$ cat src/rtl/adder_arbiter_pkg.sv
// Shared types for the adder arbiter slice: datapath width, FSM state
// encoding and the requester-ID width helper.
package adder_arbiter_pkg;

  localparam int DATA_WIDTH = 8;

  typedef logic [DATA_WIDTH-1:0] data_t;

  typedef enum logic [1:0] {
    IDLE,
    EXEC,
    RESP
  } arb_state_t;

  // A single requester still needs a 1-bit ID field
  function automatic int reqIdW(input int numReq);
    return (numReq > 2) ? $clog2(numReq) : 1;
  endfunction

endpackage

$ cat src/rtl/ripplecarry_adder.sv
// Plain ripple-carry adder: the carry walks bit by bit from LSB to MSB,
// which is why the arbiter holds operands stable while it settles.
module ripplecarry_adder #(
  parameter int WIDTH = 8
) (
  input  logic [WIDTH-1:0] a_i,
  input  logic [WIDTH-1:0] b_i,
  input  logic             carryIn_i,
  output logic [WIDTH-1:0] sum_o,
  output logic             carryOut_o
);

  logic carry;

  always_comb begin
    sum_o = '0;
    carry = carryIn_i;
    for (int i = 0; i < WIDTH; i++) begin
      sum_o[i] = a_i[i] ^ b_i[i] ^ carry;
      carry    = (a_i[i] & b_i[i]) | (carry & (a_i[i] ^ b_i[i]));
    end
  end

  assign carryOut_o = carry;

endmodule

$ cat src/rtl/rr_arbiter.sv
// Round-robin grant: searches from the requester after the last winner,
// wrapping around, and returns a one-hot grant plus its index.
module rr_arbiter #(
  parameter int NUM_REQ = 4,
  parameter int ID_W    = 2
) (
  input  logic [NUM_REQ-1:0] valid_i,
  input  logic [ID_W-1:0]    lastGrant_i,
  output logic [NUM_REQ-1:0] grant_o,
  output logic [ID_W-1:0]    grantIdx_o
);

  int              cand;
  logic [ID_W-1:0] candIdx;
  logic            found;

  always_comb begin
    grant_o    = '0;
    grantIdx_o = '0;
    found      = 1'b0;
    cand       = 0;
    candIdx    = '0;
    for (int i = 1; i <= NUM_REQ; i++) begin
      cand    = (int'(lastGrant_i) + i) % NUM_REQ;
      candIdx = ID_W'(cand);
      if (!found && valid_i[candIdx]) begin
        found            = 1'b1;
        grant_o[candIdx] = 1'b1;
        grantIdx_o       = candIdx;
      end
    end
  end

endmodule

$ cat src/rtl/adder_arbiter.sv
// Shares one ripple-carry adder among NUM_REQ requesters with round-robin
// grants and a valid/ready response. Define ADDER_ARB_SAT_EN to saturate sums.
module adder_arbiter
  import adder_arbiter_pkg::*;
#(
  parameter int NUM_REQ       = 4,
  parameter int SETTLE_CYCLES = 1,
  parameter int REQ_ID_W      = reqIdW(NUM_REQ)
) (
  input  logic                clk,
  input  logic                rst_n,
  input  logic [NUM_REQ-1:0]  req_valid,
  output logic [NUM_REQ-1:0]  req_ready,
  input  data_t [NUM_REQ-1:0] req_a,
  input  data_t [NUM_REQ-1:0] req_b,
  output logic                rsp_valid,
  input  logic                rsp_ready,
  output data_t               rsp_sum,
  output logic                rsp_carry,
  output logic [REQ_ID_W-1:0] rsp_id,
  output logic                busy
);

  localparam int CNT_W = (SETTLE_CYCLES > 0) ? $clog2(SETTLE_CYCLES + 1) : 1;

  if (SETTLE_CYCLES < 1) begin : g_badSettle
    $error("adder_arbiter: SETTLE_CYCLES must be >= 1");
  end
  if (NUM_REQ < 2) begin : g_badNumReq
    $error("adder_arbiter: NUM_REQ must be >= 2");
  end

  arb_state_t          state_q;
  data_t               opA_q;
  data_t               opB_q;
  logic [REQ_ID_W-1:0] opId_q;
  logic [CNT_W-1:0]    settleCnt_q;
  logic [REQ_ID_W-1:0] lastGrant_q;
  logic                rspValid_q;
  data_t               rspSum_q;
  data_t               rspSum_d;
  logic                rspCarry_q;
  logic [REQ_ID_W-1:0] rspId_q;

  logic [NUM_REQ-1:0]  grant;
  logic [REQ_ID_W-1:0] grantIdx;
  data_t               adderSum;
  logic                adderCarry;

  rr_arbiter #(
    .NUM_REQ (NUM_REQ),
    .ID_W    (REQ_ID_W)
  ) u_rrArbiter (
    .valid_i     (req_valid),
    .lastGrant_i (lastGrant_q),
    .grant_o     (grant),
    .grantIdx_o  (grantIdx)
  );

  // The adder only ever sees the captured operands, never the live request bus
  ripplecarry_adder #(
    .WIDTH (DATA_WIDTH)
  ) u_adder (
    .a_i        (opA_q),
    .b_i        (opB_q),
    .carryIn_i  (1'b0),
    .sum_o      (adderSum),
    .carryOut_o (adderCarry)
  );

`ifdef ADDER_ARB_SAT_EN
  assign rspSum_d = adderCarry ? '1 : adderSum;
`else
  assign rspSum_d = adderSum;
`endif

  assign req_ready = (state_q == IDLE) ? grant : '0;
  assign busy      = (state_q != IDLE);
  assign rsp_valid = rspValid_q;
  assign rsp_sum   = rspSum_q;
  assign rsp_carry = rspCarry_q;
  assign rsp_id    = rspId_q;

  always_ff @(posedge clk or negedge rst_n) begin
    if (!rst_n) begin
      state_q     <= IDLE;
      opA_q       <= '0;
      opB_q       <= '0;
      opId_q      <= '0;
      settleCnt_q <= '0;
      lastGrant_q <= REQ_ID_W'(NUM_REQ - 1);
      rspValid_q  <= 1'b0;
      rspSum_q    <= '0;
      rspCarry_q  <= 1'b0;
      rspId_q     <= '0;
    end else begin
      case (state_q)
        IDLE: begin
          if (|req_ready) begin
            opA_q       <= req_a[grantIdx];
            opB_q       <= req_b[grantIdx];
            opId_q      <= grantIdx;
            settleCnt_q <= CNT_W'(SETTLE_CYCLES);
            lastGrant_q <= grantIdx;
            state_q     <= EXEC;
          end
        end
        EXEC: begin
          if (settleCnt_q == CNT_W'(1)) begin
            rspSum_q   <= rspSum_d;
            rspCarry_q <= adderCarry;
            rspId_q    <= opId_q;
            rspValid_q <= 1'b1;
            state_q    <= RESP;
          end else begin
            settleCnt_q <= settleCnt_q - CNT_W'(1);
          end
        end
        RESP: begin
          if (rsp_ready) begin
            rspValid_q <= 1'b0;
            state_q    <= IDLE;
          end
        end
        default: state_q <= IDLE;
      endcase
    end
  end

endmodule

$ cat config.mk
export PLATFORM = sky130hd
export DESIGN_NAME = adder_arbiter
export DESIGN_NICKNAME = d
export VERILOG_FILES = /design/src/rtl/adder_arbiter_pkg.sv /design/src/rtl/ripplecarry_adder.sv /design/src/rtl/rr_arbiter.sv /design/src/rtl/adder_arbiter.sv
export SDC_FILE = /design/constraint.sdc
export NUM_CORES = 1
export LEC_CHECK = 0
export BUFFER_PORTS_ARGS = -buffer_cell sky130_fd_sc_hd__buf_2
export CAP_MARGIN = 20
export CORE_AREA = 2 2 109 111
export CTS_CLUSTER_DIAMETER = 150
export CTS_CLUSTER_SIZE = 24
export DETAILED_ROUTE_END_ITERATION = 10
export DIE_AREA = 0 0 111 113
export PLACE_DENSITY = 0.53
export RECOVER_POWER = 100
export SLEW_MARGIN = 25
export SYNTH_ARGS = -nofsm -noshare
export SYNTH_HDL_FRONTEND = slang
export SYNTH_SLANG_ARGS = --single-unit
$ cat constraint.sdc
create_clock -name clk -period 8.5 [get_ports clk]
set_input_delay 0.85 -clock clk [delete_from_list [all_inputs] [get_ports clk]]
set_output_delay 0.85 -clock clk [all_outputs]
set_load 0.02 [all_outputs]
# Word-level counts from Yosys, hierarchy flattened
# Cells that the tools add are included.
# word_totals
wordCells	131
reg_bits	35
output_inout_bits	17
# classes
eq_ne	5
bitwise	40
mux	42
reduce_logical	20
order_cmp	9
addsub	5
# ops
op	n
8-bit binary-select mux with 2-bit select	2
4-bit 2-to-1 mux	5
8-bit 2-to-1 mux	2
1-bit AND	15
2-bit by 3-bit less-than comparator with 1-bit output, second input constant	5
1-bit 2-to-1 mux	15
1-bit XOR	15
2-bit 2-to-1 mux	7
4-bit bitwise OR	3
1-bit binary-select mux with 2-bit select	4
1-bit demux with 2-bit select	4
2-bit by 1-bit greater-or-equal comparator with 1-bit output, second input constant	4
1-bit logical AND	7
1-bit bitwise OR	7
2-bit case mux with 3 select lines	1
2-bit AND reduction	3
3-bit AND reduction	2
2-bit nonzero test	3
2-bit by 1-bit adder with 2-bit output, second input constant	2
2-bit adder, second input constant	2
2-bit != test, second input constant	2
1-bit case mux with 2 select lines	2
4-bit OR reduction	1
1-bit logical NOT	3
5 further kinds	5

# Depth between registers and ports, before layout
# Gate-level depths: netlist of the first run.
# logic_depth
ltp_word	17
ltp_mapped	13
ltp_nobuf	12

# Hierarchy
# A second synthesis of the first run with hierarchy kept.
# hier_totals
cells_unflattened	186
area_unflattened_um2	2498.6
# modules_own_cells
mod	instances	seq_area_each_um2	area_each_um2	cells_per_inst
adder_arbiter	1	878.3	1810.5	109
rr_arbiter	1	0.0	490.5	59
ripplecarry_adder	1	0.0	197.7	18

# Worst setup path before layout of the first run
# OpenSTA, ideal clock, no wires.
# synth_timing
kind	reg2out
from	register lastGrant_q[0]
to	output port req_ready[2]
path_buffers	2
path_stages_with_launch	10
slack_ns	5.005
arrival_time_ns	2.645
cell_sequence	dfstp_2 > buf_6 > clkinv_1 > ha_1 > buf_6 > mux2_2 > mux2i_1 > a2bb2oi_1 > a21oi_1 > nor2_1
# synth_via
elab_chain_cells	14
elab_cells_between_ends	49
classes_between	add/sub: 4; order compare: 8; mux: 24; bitwise: 3; reduce/logical: 10
# synth_lines
item	line	text
start, declared	adder_arbiter.sv:38	logic [REQ_ID_W-1:0] lastGrant_q;
start signal, assigned	adder_arbiter.sv:91	lastGrant_q <= REQ_ID_W'(NUM_REQ - 1);
start signal, assigned	adder_arbiter.sv:104	lastGrant_q <= grantIdx;
branches (longest 12 deep; another with 2-bit by 3-bit less-than comparator with 1-bit output)	--	
4-bit 2-to-1 mux *	rr_arbiter.sv:26	if (!found && valid_i[candIdx]) begin
4-bit 2-to-1 mux *	adder_arbiter.sv:77	assign req_ready = (state_q == IDLE) ? grant : '0;
end, declared	adder_arbiter.sv:13	output logic [NUM_REQ-1:0] req_ready,
# Every way passes the cells marked *. The select of a mux whose other input is x is not followed.

# Final worst setup path of the first run
# layout_timing
from	register lastGrant_q[0]
to	output port req_ready[0]
# The elaborated chain is that of the path after synthesis.

==> results.cfg, run 1 <==
[power]
pwr-share-comb_pct = 64.5
internal-power_uw = 868
power.switching_uw = 685
sequentialPowerShare_pct = 22.0
p_sw_share_pct = 44.1
vdd_drop_max_v = 0.000148
power_density_mw_per_mm2 = 460
p_clk_share_pct = 13.5
p_leak_nw = 1.66

[routing]
antenna_left = 0
drc_errors = 0
drt-wirelength-per-cell_um = 13.4
drt_wl_total_mm = 6.21
viasPerCell = 4.35
num_vias = 2013
drt_iter0_markers = 92
drtPass1Iterations = 4

[placement]
gp_congestion = 0.790
place_hpwl_mm = 4.57
io_buffers = 87

[logic_synthesis]
synth_cell_type_count = 43
syn_avg_cell_area_um2 = 11.6
synth_area_mm2 = 0.00280
synth_top_cell_by_area = dfrtp_1
synth-seq-cells = 35
synth_nets = 329
dominantRegCellSynth = dfrtp_1
syn_inst = 242
ys_async_sr_fraction_pct = 100
synth_edf_count = 0
yosysMostFrequentCell = mux2i_1
synth_top_area_share_pct = 29.5
synth_common_cells = mux2i_1, dfrtp_1, mux2_2
synthTopCellsByArea = dfrtp_1, mux2i_1, mux2_4, mux2_2, fa_1
seq_area_frac_synth_pct = 31.3
yosys_warnings = 0

[clock_network]
insertion_delay_ps = 280
cts-buffers-inserted = 5
cts-root-buf = clkbuf_16
clockBufferDepth = 2
clock_sinks = 35
tritoncts = built
clkTransAtPathRegs_ps = 50
htreeDepth = 2
hold_buffers = 0
cts_setup_buffers = 0
cts_resized = 0

[global_routing]
overflow = 0
grt_max_degree = 36
gr-usage-all-layers_pct = 10.3
grt_pass1_vias = 2072
grt_pass1_wl_mm = 10.4
grt_antenna_before_repair = 0

[floorplan]
initial_core_util_pct = 24.9
dieArea_mm2 = 0.0125
ios = 88
die_h_um = 113
rows = 39
die_x_um = 111
design.core.area_mm2 = 0.0113

[final_layout]
drive_above_1_share_pct = 31.9
diodes = 0
multiInputGateArea_mm2 = 0.00168
fin_util_pct = 30.0
syn2layout_area_growth_pct = 20.5
layout.nets = 406
register_area_um2 = 878
nFillCells = 1175

[sta]
fin_crit_ps = 5080
finalClockSkew_ps = 3.35
slew-limit-headroom_pct = -23.1
hold_viol_final = 0
finalSetupTns_ps = 0
tightestPinTransition_ps = 1850
fmax_ghz = 0.197
min_period_over_period_pct = 59.7
rsz0062_at_grt = no
slew_viol_final = 36
setup_viol = 0

[job]
maxCapViolations = 1

[worst_hold_path]
hp-start = rsp_sum[7]$_DFFE_PN0P_
hold_class = reg -> reg

[outcome]
status = complete, but fails checks
violations = max-capacitance violations, max-slew violations

[setup_path]
worstPathRequired_ps = 7650
cp_cell_sequence = clkinv_1 -> ha_1 -> mux4_2 -> nor4b_1 -> and3_1 -> a21oi_2 -> inv_1 -> clkbuf_1
critPathLaunchType = register
rrSetupSlack_ps = 3660
r2r_start = lastGrant_q[0]$_DFFE_PN1P_
cp_slowest_cell = dfstp_1
cp_max_fo = 20
startpoint = lastGrant_q[0]$_DFFE_PN1P_
max_stage_delay_ps = 980
worstSetupPathType = reg -> out
arrival_ps = 4230
critPathCaptureType = output port
==> layout by cell type (no fill, tap or decap), drive strengths merged, types with 2 or more instances in the layout <==
master   netlist  final
ha             9      9
inv           12     12
nor2           8      8
fa             7      7
a21oi         12     12
nand2b         2      2
o21a           3      3
nand2          8      8
mux2          30     30
o21ai          6      6
nand3          2      2
a2111o         2      2
mux4           4      4
dfrtp         33     33
nand3b         4      4
o22ai          2      2
clkbuf         7     24
nor2b          2      2
dfstp          2      2
clkinv         1      2
a2bb2oi        2      2
o211ai         2      2
buf           11     70
mux2i         53     53
and3           6      6
==> worst paths after layout <==
| path | end | cells past startpoint |
|---|---|---|
| min | rsp_sum[7]$_DFFE_PN0P_ | 2 |
| min reg2reg | rsp_sum[7]$_DFFE_PN0P_ | 2 |
| max reg2reg | opA_q[4]$_DFFE_PN0P_ | 8 |
| max | req_ready[0] | 8 |
| min in group asynchronous | rsp_valid$_DFFE_PN0P_ | 1 |
| max in group asynchronous | rsp_sum[7]$_DFFE_PN0P_ | 1 |
==> layout make-up <==
class | instances | area share [%]
Clock buffer | 6 | 4.11
Multi-Input combinational cell | 176 | 49.7
Tap cell | 143 | 5.29
Inverter | 13 | 1.44
Sequential cell | 35 | 26.0
Clock inverter | 2 | 1.04
Timing Repair Buffer | 88 | 12.4
==> flip-flops by register name, summed over array words and instances, names as in the netlist <==
name and flops:
opB_q 8, state_q 2, rsp_sum 8, rsp_valid 1, rsp_id 2, rsp_carry 1, settleCnt_q 1, opId_q 2
lastGrant_q 2, opA_q 8
==> cells by family after synthesis <==
| family | count (synthesis) | share of synthesized area [%] |
|---|---|---|
| AOI/OAI and AO/OA | 37 | 9.51 |
| xor gates and xnor gates | 1 | 0.312 |
| adders and majority gates | 16 | 9.01 |
| buffers and inverters | 31 | 6.69 |
| DFF | 35 | 31.3 |
| muxes | 87 | 36.1 |
| and+or+nand+nor | 35 | 7.10 |
==> critical path: cells and delay by family, from the launching register on <==
kind	cells	cell delay (ps)
flops	1	980
mux	1	430
simple gates	2	970
buf+inv	3	810
fa+ha+maj	1	700
compound gates	1	60
==> power groups by stage <==
| stage | Combinational [mW] | Clock, mW | Sequential (mW) |
|---|---|---|---|
| 5_1_grt | 1.12 | 0.226 | 0.360 |
| 6_report | 1.00 | 0.210 | 0.342 |
| 3_5_place_dp | 1.13 | 0 | 0.347 |
| 4_1_cts | 1.13 | 0.217 | 0.345 |
| 2_1_floorplan | 0.934 | 0 | 0.348 |
| 3_3_place_gp | 1.11 | 0 | 0.343 |
==> layer usage <==
metal	global-route usage (%)	routed length, um	part of all wire (%)	up-vias
met5	0	0	0	-
met4	2.00	45	0.72	0
met3	3.37	351	5.7	4
met2	17.6	2930	47	56
met1	12.8	2880	46	929
li1	-	-	-	1024
==> through the flow <==
step / cells / hold slack (ps) / total power, mW / area (um2) / setup WS [ps]
3_3_place_gp: 455 / 462 / 1.45 / 3290 / 4350
2_1_floorplan: 242 / 471 / 1.28 / 2800 / 5010
5_1_grt: 463 / 498 / 1.71 / 3380 / 3090
3_5_place_dp: 455 / 466 / 1.47 / 3290 / 4220
4_1_cts: 463 / 478 / 1.70 / 3460 / 4210
6_report: 463 / 473 / 1.55 / 3380 / 3420
No activity file was read; power rests on OpenSTA's default activity.
==> inputs of run 2 (changes only) <==
clock period = 4.9 ns   (was 8.5 ns; I/O delays follow)
==> results.cfg, run 2 (synthesized netlist as in run 1, its figures left out) <==
[global_routing]
grt_max_degree = 36
overflow = 0
gr-usage-all-layers_pct = 10.0
grt_pass1_wl_mm = 10.3
grt_pass1_vias = 2144
grt_antenna_before_repair = 0

[power]
pwr-share-comb_pct = 67.0
p_sw_share_pct = 44.6
internal-power_mw = 1.49
sequentialPowerShare_pct = 21.0
p_clk_share_pct = 12.0
power_density_mw_per_mm2 = 792
p_leak_nw = 1.66
vdd_drop_max_v = 0.000289
power.switching_mw = 1.20
power.total_mw = 2.70

[floorplan]
initial_core_util_pct = 24.9
dieArea_mm2 = 0.0125
die_h_um = 113
design.core.area_mm2 = 0.0113
ios = 88
rows = 39
die_x_um = 111

[outcome]
status = complete, but fails checks
violations = max-capacitance violations, max-slew violations

[placement]
place_hpwl_mm = 4.85
gp_congestion = 0.829
io_buffers = 87
dpl_cell_area_mm2 = 0.00332

[routing]
drt-wirelength-per-cell_um = 13.4
drt_wl_total_mm = 6.28
antenna_left = 0
num_vias = 2093
drtPass1Iterations = 4
drc_errors = 0
viasPerCell = 4.48
drt_iter0_markers = 75

[final_layout]
final_common_cell = buf_2
final_area_mm2 = 0.00341
syn2layout_area_growth_pct = 21.5
fin_util_pct = 30.2
diodes = 0
nFillCells = 1165
final_cell_mix = buf_2, mux2i_1, dfrtp_1, clkbuf_1, mux2_2
layout.nets = 410
drive_above_1_share_pct = 34.0

[clock_network]
insertion_delay_ps = 270
htreeDepth = 2
hold_buffers = 0
cts_resized = 0
cts_setup_buffers = 0
tritoncts = built
clkTransAtPathRegs_ps = 60
cts-root-buf = clkbuf_16
cts-buffers-inserted = 5
clockBufferDepth = 2
clock_sinks = 35

[sta]
tightestPinTransition_ps = 1900
slew-limit-headroom_pct = -26.8
min_period_over_period_pct = 82.0
finalSetupTns_ps = 0
hold_viol_final = 0
fin_crit_ps = 4020
slew_viol_final = 36
timing.hold.ws_ps = 476
setup_viol = 0
finalClockSkew_ps = 4.70
rsz0062_at_grt = no
fmax_ghz = 0.249

[setup_path]
cp_max_fo = 16
critPathCaptureType = output port
critPathLaunchType = register
worstPathRequired_ps = 4410
arrival_ps = 3530
worstSetupPathType = reg -> out

[worst_hold_path]
hold_class = reg -> reg

[job]
maxCapViolations = 1
[run 2: changes by cell type in the layout (fill, tap and decap cells not counted), sizes merged]
| cell | before | now |
|---|---|---|
| buf | 70 | 74 |
| bufinv | 1 | 0 |
| clkinvlp | 0 | 1 |
[run 2: layout make-up]
type                       instances  area (um2)  area share (%)
clock inverter                     2        16.3           0.478
tap                              143         179            5.25
multi-input combinational        176        1690            49.7
sequential                        35         878            25.8
inverter                          13        48.8            1.43
timing repair buffer              92         450            13.2
clock buffer                       6         139            4.08
[run 2: final timing paths]
kind	from	end	slack [ps]	depth (start not counted)
max	lastGrant_q[1]$_DFFE_PN1P_	req_ready[2]	880	8
min	rsp_sum[1]$_DFFE_PN0P_	rsp_sum[1]$_DFFE_PN0P_	480	2
max reg2reg	lastGrant_q[1]$_DFFE_PN1P_	opA_q[3]$_DFFE_PN0P_	910	9
min reg2reg	rsp_sum[1]$_DFFE_PN0P_	rsp_sum[1]$_DFFE_PN0P_	480	2
max in group asynchronous	rst_n	rsp_sum[7]$_DFFE_PN0P_	3070	1
min in group asynchronous	rst_n	rsp_id[0]$_DFFE_PN0P_	740	1
[run 2: worst max-delay path, cell delays in order, from the launching register on]
cell and delay (ps):
dfstp_1 900, inv_1 230, ha_1 620, mux2_2 400
mux2i_1 420, a2bb2oi_1 270, a21oi_1 80, nor2_1 100
clkbuf_1 240
[run 2: routing by layer]
layer,vias to the layer above,routed length [um],global-route usage [%]
li1,1039,-,-
met1,991,2950,13.3
met2,59,2920,16.6
met3,4,368,2.68
met4,0,37,2.17
met5,-,0,0
[run 2: per-stage QoR]
stage          std cells  setup WS (ps)
2_1_floorplan        242           1570
3_3_place_gp         459           1310
3_5_place_dp         459           1190
4_1_cts              467           1160
5_1_grt              467            560
6_report             467            880
[run 2: power groups by stage]
stage	sequential [mW]	clock [mW]	combinational (mW)
final	0.567	0.323	1.81
after global routing	0.593	0.350	2.00
after CTS	0.574	0.334	1.99
after detailed placement	0.578	0	1.99
after global placement	0.575	0	1.94
after floorplan	0.603	0	1.62
==> inputs of run 3 (changes only) <==
PLACE_DENSITY = 0.54   (was 0.53)
clock period = 3.6 ns   (was 4.9 ns; I/O delays follow)
==> results.cfg, run 3 (synthesized netlist as in run 1, its figures left out) <==
[outcome]
status = complete, but fails checks
violations = max-capacitance violations, max-slew violations

[placement]
dpl_cell_area_mm2 = 0.00337
gp_congestion = 0.815
place_hpwl_mm = 4.79
dp_cells = 461
io_buffers = 87
place_ws_ps = 112

[global_routing]
grt_pass1_wl_mm = 10.5
grt_pass1_vias = 2127
overflow = 0
grt_max_degree = 36
gr-usage-all-layers_pct = 10.3
grt_antenna_before_repair = 0

[setup_path]
cp_max_fo = 2
critPathLaunchType = register
arrival_ps = 3560
worstPathRequired_ps = 3790
critPathCaptureType = register
worstSetupPathType = reg -> reg
worst_r2r_path_depth = 12

[sta]
finalSetupTns_ps = 0
slew-limit-headroom_pct = -26.7
setup_viol = 0
slew_viol_final = 36
min_period_over_period_pct = 93.6
finalClockSkew_ps = 4.47
rsz0062_at_grt = no
fin_ws_ps = 229
fin_crit_ps = 3370
hold_viol_final = 0
fmax_ghz = 0.297
timing.hold.ws_ps = 352
tightestPinTransition_ps = 1900

[job]
maxCapViolations = 1

[power]
p_clk_share_pct = 12.6
power.switching_mw = 1.65
p_leak_nw = 1.68
vdd_drop_max_v = 0.000525
p_sw_share_pct = 43.5
pwr-share-comb_pct = 67.8
sequentialPowerShare_pct = 19.6
power.total_mw = 3.80
power_density_mw_per_mm2 = 1100
internal-power_mw = 2.15

[clock_network]
cts_setup_buffers = 0
clkTransAtPathRegs_ps = 50
insertion_delay_ps = 280
htreeDepth = 2
cts-root-buf = clkbuf_16
clockBufferDepth = 2
clock_sinks = 35
cts-buffers-inserted = 5
tritoncts = built

[final_layout]
syn2layout_area_growth_pct = 23.2
diodes = 0
nFillCells = 1164
final_area_mm2 = 0.00346
fin_util_pct = 30.7
layout.nets = 412
final_common_cell = buf_2
final_cell_mix = buf_2, mux2i_1, dfrtp_1, clkbuf_1, mux2_2
final-instance-count-excl-fill = 468
drive_above_1_share_pct = 34.5

[floorplan]
die_x_um = 111
design.core.area_mm2 = 0.0113
initial_core_util_pct = 24.9
ios = 88
rows = 39
die_h_um = 113
dieArea_mm2 = 0.0125

[routing]
viasPerCell = 4.44
wl_met2_mm = 3.23
drc_errors = 0
drt_wl_total_mm = 6.33
drt-wirelength-per-cell_um = 13.5
drtPass1Iterations = 4
num_vias = 2080
wl_met1_mm = 2.72
top_layer = met4
dr_wl_met3_um = 327
antenna_left = 0
drt_iter0_markers = 80

[worst_hold_path]
hold_class = in -> reg
hold_depth = 4
## run 3: changes by cell type in the layout (fill, tap and decap cells not counted), moves of 2 or more
cell,previous run,this run
fa_2,0,2
fa_1,7,5
buf_12,0,2
mux2_1,12,14
## run 3: worst max-delay path: stages, from the launching register on
cell and delay (ps):
dfrtp_1 380, ha_1 200, inv_1 60, fa_1 150, inv_1 40, fa_1 370
fa_1 380, fa_1 390, fa_2 360, fa_2 340, inv_1 70, fa_1 400
o21ai_1 130
## run 3: what timing repair did
action                     4_1_cts  5_1_grt
gates resized for setup          0        3
hold buffers                     0        0
setup endpoints to repair        0        1
hold endpoints to repair         0        0
## run 3: per-layer routing
layer,global-route usage [%],vias to the layer above
met5,0,-
met2,18.6,58
li1,-,1039
met4,2.25,0
met3,2.36,5
met1,12.5,978
## run 3: area by class of cell
| type | count | area [um2] | share of cell area (%) |
|---|---|---|---|
| multi-input combinational | 176 | 1700 | 49.1 |
| sequential | 35 | 878 | 25.4 |
| clock buffer | 5 | 125 | 3.62 |
| timing repair buffer | 94 | 492 | 14.2 |
| tap | 143 | 179 | 5.18 |
| clock inverter | 2 | 37.5 | 1.09 |
| inverter | 13 | 48.8 | 1.41 |
## run 3: worst paths after layout
kind / start / end / slack [ps]
setup / recovery: opA_q[0]$_DFFE_PN0P_ / rsp_sum[7]$_DFFE_PN0P_ / 230
hold / removal: rsp_ready / state_q[1]$_DFFE_PN0P_ / 350
setup reg to reg: opA_q[0]$_DFFE_PN0P_ / rsp_sum[7]$_DFFE_PN0P_ / 230
hold reg to reg: rsp_sum[7]$_DFFE_PN0P_ / rsp_sum[7]$_DFFE_PN0P_ / 500
max in group asynchronous: rst_n / state_q[0]$_DFFE_PN0P_ / 1900
min in group asynchronous: rst_n / rsp_id[0]$_DFFE_PN0P_ / 610
## run 3: power groups by stage
stage                     clock, mW  combinational (mW)  sequential [mW]
after global placement            0                2.83            0.749
after global routing          0.509                2.88            0.781
after detailed placement          0                2.89            0.759
final                         0.477                2.58            0.744
after floorplan                   0                2.21            0.821
after CTS                     0.492                2.90            0.754
